**config.mk**
```make
export PLATFORM = sky130hd
export DESIGN_NAME = instr_fetch
export DESIGN_NICKNAME = d
export VERILOG_FILES = /design/src/rtl/instr_fetch.sv
export SDC_FILE = /design/constraint.sdc
export NUM_CORES = 1
export LEC_CHECK = 0
export CAP_MARGIN = 20
export CORE_ASPECT_RATIO = 1.2
export CORE_MARGIN = 2
export CORE_UTILIZATION = 50
export CTS_BUF_LIST = sky130_fd_sc_hd__clkbuf_2 sky130_fd_sc_hd__clkbuf_4 sky130_fd_sc_hd__clkbuf_8
export DETAILED_ROUTE_END_ITERATION = 10
export PLACE_DENSITY = 0.88
export SYNTH_ARGS = -nofsm -noshare
export SYNTH_HDL_FRONTEND = slang
export SYNTH_SLANG_ARGS = --single-unit
export TNS_END_PERCENT = 100
```
**constraint.sdc**
```tcl
create_clock -name clk -period 8.1 [get_ports clk]
set_clock_uncertainty 0.15 [all_clocks]
set_input_delay 2.43 -clock clk [delete_from_list [all_inputs] [get_ports clk]]
set_output_delay 2.43 -clock clk [all_outputs]
set_load 0.005 [all_outputs]
```
**src/rtl/instr_fetch.sv**
```systemverilog
// Instruction fetch stage: PC register, IF/ID pipeline register and sticky fault halt.
// Optional J predecode is enabled by defining IFETCH_JUMP_PREDECODE_EN.
module instr_fetch #(
    parameter logic [31:0] RESET_PC   = 32'h0000_0000,
    parameter int          IMEM_WORDS = 256
) (
    input  logic        clk,
    input  logic        reset,
    input  logic        stall,
    input  logic        redirect_valid,
    input  logic [31:0] redirect_pc,
    output logic [31:0] imem_addr,
    input  logic [31:0] imem_instr,
    output logic [31:0] pc,
    output logic [31:0] ifid_instr,
    output logic [31:0] ifid_pc4,
    output logic        ifid_valid,
    output logic        ifid_predicted,
    output logic        fault,
    output logic [31:0] fetch_count
);

    localparam logic [0:0]  RUN   = 1'b0;
    localparam logic [0:0]  HALT  = 1'b1;
    localparam logic [31:0] LIMIT = 32'(IMEM_WORDS);

    logic [0:0]  state;
    logic [31:0] pc_plus4;
    logic [31:0] next_pc;
    logic        is_jump;

    function automatic logic addr_legal(input logic [31:0] a);
        return (a[1:0] == 2'b00) && ({2'b00, a[31:2]} < LIMIT);
    endfunction

    assign imem_addr = {2'b00, pc[31:2]};

    always_comb begin
        pc_plus4 = pc + 32'd4;
`ifdef IFETCH_JUMP_PREDECODE_EN
        is_jump  = (imem_instr[31:26] == 6'b000010);
        next_pc  = is_jump ? {pc_plus4[31:28], imem_instr[25:0], 2'b00} : pc_plus4;
`else
        is_jump  = 1'b0;
        next_pc  = pc_plus4;
`endif
    end

    // An illegal target never reaches pc: pc keeps its last legal value and the stage halts.
    always_ff @(posedge clk or posedge reset) begin
        if (reset) begin
            state          <= RUN;
            pc             <= RESET_PC;
            ifid_instr     <= 32'h0;
            ifid_pc4       <= 32'h0;
            ifid_valid     <= 1'b0;
            ifid_predicted <= 1'b0;
            fault          <= 1'b0;
            fetch_count    <= 32'h0;
        end else if (state == HALT) begin
            ifid_valid     <= 1'b0;
            ifid_instr     <= 32'h0;
            ifid_predicted <= 1'b0;
        end else if (redirect_valid) begin
            ifid_valid     <= 1'b0;
            ifid_instr     <= 32'h0;
            ifid_predicted <= 1'b0;
            if (addr_legal(redirect_pc)) begin
                pc <= redirect_pc;
            end else begin
                state <= HALT;
                fault <= 1'b1;
            end
        end else if (!stall) begin
            ifid_instr     <= imem_instr;
            ifid_pc4       <= pc_plus4;
            ifid_valid     <= 1'b1;
            ifid_predicted <= is_jump;
            fetch_count    <= fetch_count + 32'd1;
            if (addr_legal(next_pc)) begin
                pc <= next_pc;
            end else begin
                state <= HALT;
                fault <= 1'b1;
            end
        end
    end

endmodule

```
==> flow_metrics.tcl <==
set metrics [dict create \
    clock.fmax_mhz 186.3 \
    syn_area_per_cell_um2 10.36 \
    fin_crit_sh_pct 66.28 \
    cts_resized 0 \
    status "completed" \
    overflow 0 \
    wl_um 16930 \
    syn_inst 610 \
    io_buffers 227 \
    crit_chain "clkdlybuf4s50_1, inv_1, nor4_1, nand4_1, nor2_1, a22oi_4, mux2_1, o31a_1" \
    hold_class "reg2reg" \
    dpl_cell_area_um2 8421 \
    cts_tree "built" \
    num_rows 45 \
    dp_cells 935 \
    fillCellCount 917 \
    dieArea_um2 13560 \
    gp_congestion 0.8562 \
    nets 860 \
    grt_start_max_net_pins 74 \
    hpwlAfterDp_um 12190 \
    arrival_ps 5540 \
    ant_nets 0 \
    clk_pin_slew_ps 80 \
    worst_path_dominant_cell_family "buffers and inverters" \
    maxSlewViolCount 0 \
    slew_headroom_pct 38.24 \
    drc 0 \
    grt_pass1_wl_um 27520 \
    min_period_ps 5368 \
    via_count 5342 \
    regArea_um2 3278 \
    vias_per_cell 5.530 \
    drive_gt1_share_pct 6.484 \
    initial_core_util_pct 50.55 \
    synth-edff-count 0 \
    p_per_area_nw_per_um2 150.1 \
    mostFrequentLayoutCells "clkdlybuf4s50_1, dfrtp_1, nand2_1, xnor2_1, a22o_1" \
    yosysTopAreaCellShare_pct 51.88 \
    chipWidth_um 106.6 \
    critPathCaptureType "flop" \
    stdcell_count 966 \
    diodes 0 \
    holdBufCountCts 0 \
    cts_buffers 17 \
    cts_buffer_depth 2 \
    final_common_cell "clkdlybuf4s50_1" \
    rsz0062_at_grt "false" \
    hold_viol_final 0 \
    cpPeakStageDelay_ps 1000 \
    maxCapViolCount 0 \
    ioPinCount 231 \
    p_leak_nw 3.748 \
    yosys.area.top_type "dfrtp_1" \
    track_usage_pct 25.55 \
    cp-start-kind "input port" \
    ys_warn_count 0 \
    synth-async-reset-ratio_pct 100.0 \
    area_growth_pct 39.52 \
    multi_input_area_um2 2599 \
    synth_cell_types 59 \
    cp_num_buf_inv 2 \
    grt_pass1_vias 5457 \
    yosysSeqAreaShare_pct 51.88 \
    synthFlopType "dfrtp_1" \
    cts.sinks 131 \
    coreArea_um2 12500 \
    cts_setup_buffers 0 \
    finalPower_w 0.001323 \
    drt-initial-drc-count 357 \
    setup_violations 0 \
    cts-root-buf "clkbuf_8" \
    utilization_pct 70.53 \
    required_ps 8270 \
    ys_ff_latch 131 \
    tns_ps 0 \
    die_h_um 127.1 \
    routedWlPerCell_um 17.52 \
    cp_slowest_cell "clkdlybuf4s50_1" \
    final_area_um2 8816 \
    path_class "in2reg" \
    ir_drop_mv 0.08722 \
    clock_latency_ps 450 \
    h-tree-depth 4 \
    synth_area_leaders "dfrtp_1, xnor2_1, a22o_1, buf_4, nand2_1" \
    worst_pin_slew_ps 926.4 \
    synthesis.area_um2 6319 \
    crit_fanout 35 \
    drt_pass1_iterations 5 \
    antenna_found_initial 0 \
]
## path summary, 6_finish.rpt
| check | startpoint | end | slack (ps) | depth (start not counted) |
|---|---|---|---|---|
| max in group asynchronous | reset | ifid_instr[31] | 4100 | 3 |
| worst min-delay path | fetch_count[31] | fetch_count[31] | 320 | 1 |
| worst max register to register | pc[10] | pc[9] | 3970 | 8 |
| worst min register to register | fetch_count[31] | fetch_count[31] | 320 | 1 |
| worst max-delay path | redirect_valid | pc[9] | 2730 | 8 |
| min in group asynchronous | reset | fetch_count[3] | 2310 | 2 |
## worst register-to-register path, cell delays in order, from the launching register on
cell and delay, ps:
dfrtp_1 570, nand4_1 480, or4_1 680, nor3_1 430, o311ai_1 250, and4_1 290, a22oi_4 670, mux2_1 390
o31a_1 100
## cell type report
class | instances | area share (%)
tap | 164 | 2.328
timing repair buffer | 230 | 26.03
clock inverter | 13 | 1.675
sequential | 131 | 37.18
multi-input combinational | 399 | 29.48
clock buffer | 18 | 2.810
inverter | 11 | 0.4967
## cells in the mapped netlist, types with 3 or more instances
cell,count
a211o_1,3
a211oi_1,3
a21oi_1,5
a22o_1,32
and2_1,24
and3_1,10
and4_1,5
buf_2,5
buf_4,37
clkbuf_1,27
dfrtp_1,131
inv_1,11
mux2_2,3
mux2i_1,3
nand2_1,71
nand2b_1,3
nand3_1,23
nand4_1,24
nor2_1,28
nor3_1,13
nor3b_1,3
nor4_1,10
o21ai_0,28
o31a_1,3
or3_1,4
or4_1,4
xnor2_1,36
xor2_1,25
## metrics by stage
stage          hold WS (ps)  worst slack, ps
2_1_floorplan         301.0             2022
3_3_place_gp          307.1             2515
3_5_place_dp          311.4             2296
4_1_cts               322.6             2774
5_1_grt               328.4             2462
6_report              315.4             2732
## report_power, final
| part | switching (W) | internal, W | total (W) |
|---|---|---|---|
| clock network | 0.000276 | 0.000285 | 0.000561 |
| registers | 0.00000964 | 0.000664 | 0.000673 |
| logic | 0.0000347 | 0.0000548 | 0.0000895 |
| total | 0.000320 | 0.00100 | 0.00132 |
## metal layers
layer	wire [um]	track usage, %	vias to the layer above	part of all wire, %
met4	487	11.38	0	2.9
met5	0	0	-	0
met3	1010	5.969	44	6.0
met2	8655	42.71	241	51
li1	-	-	2460	-
met1	6772	31.65	2597	40
## state kept, by name (all words and copies together) (netlist names)
name	count
state	1
fetch_count	32
ifid_valid	1
pc	32
ifid_instr	32
fault	1
ifid_pc4	32
## logic make-up (layout without fill, tap and decap cells)
family,after synthesis,count (layout),synth area share (%)
buffers and inverters,82,272,7.307
adder cells (fa/ha/maj),2,2,0.3960
multiplexers,7,7,1.188
AO/OA/AOI/OAI,94,94,11.39
other,1,3,0.05935
XOR/XNOR,61,61,8.455
flip-flops,131,131,51.88
AND/OR/NAND/NOR,232,232,19.33
Power figures use the tool's default switching activity.
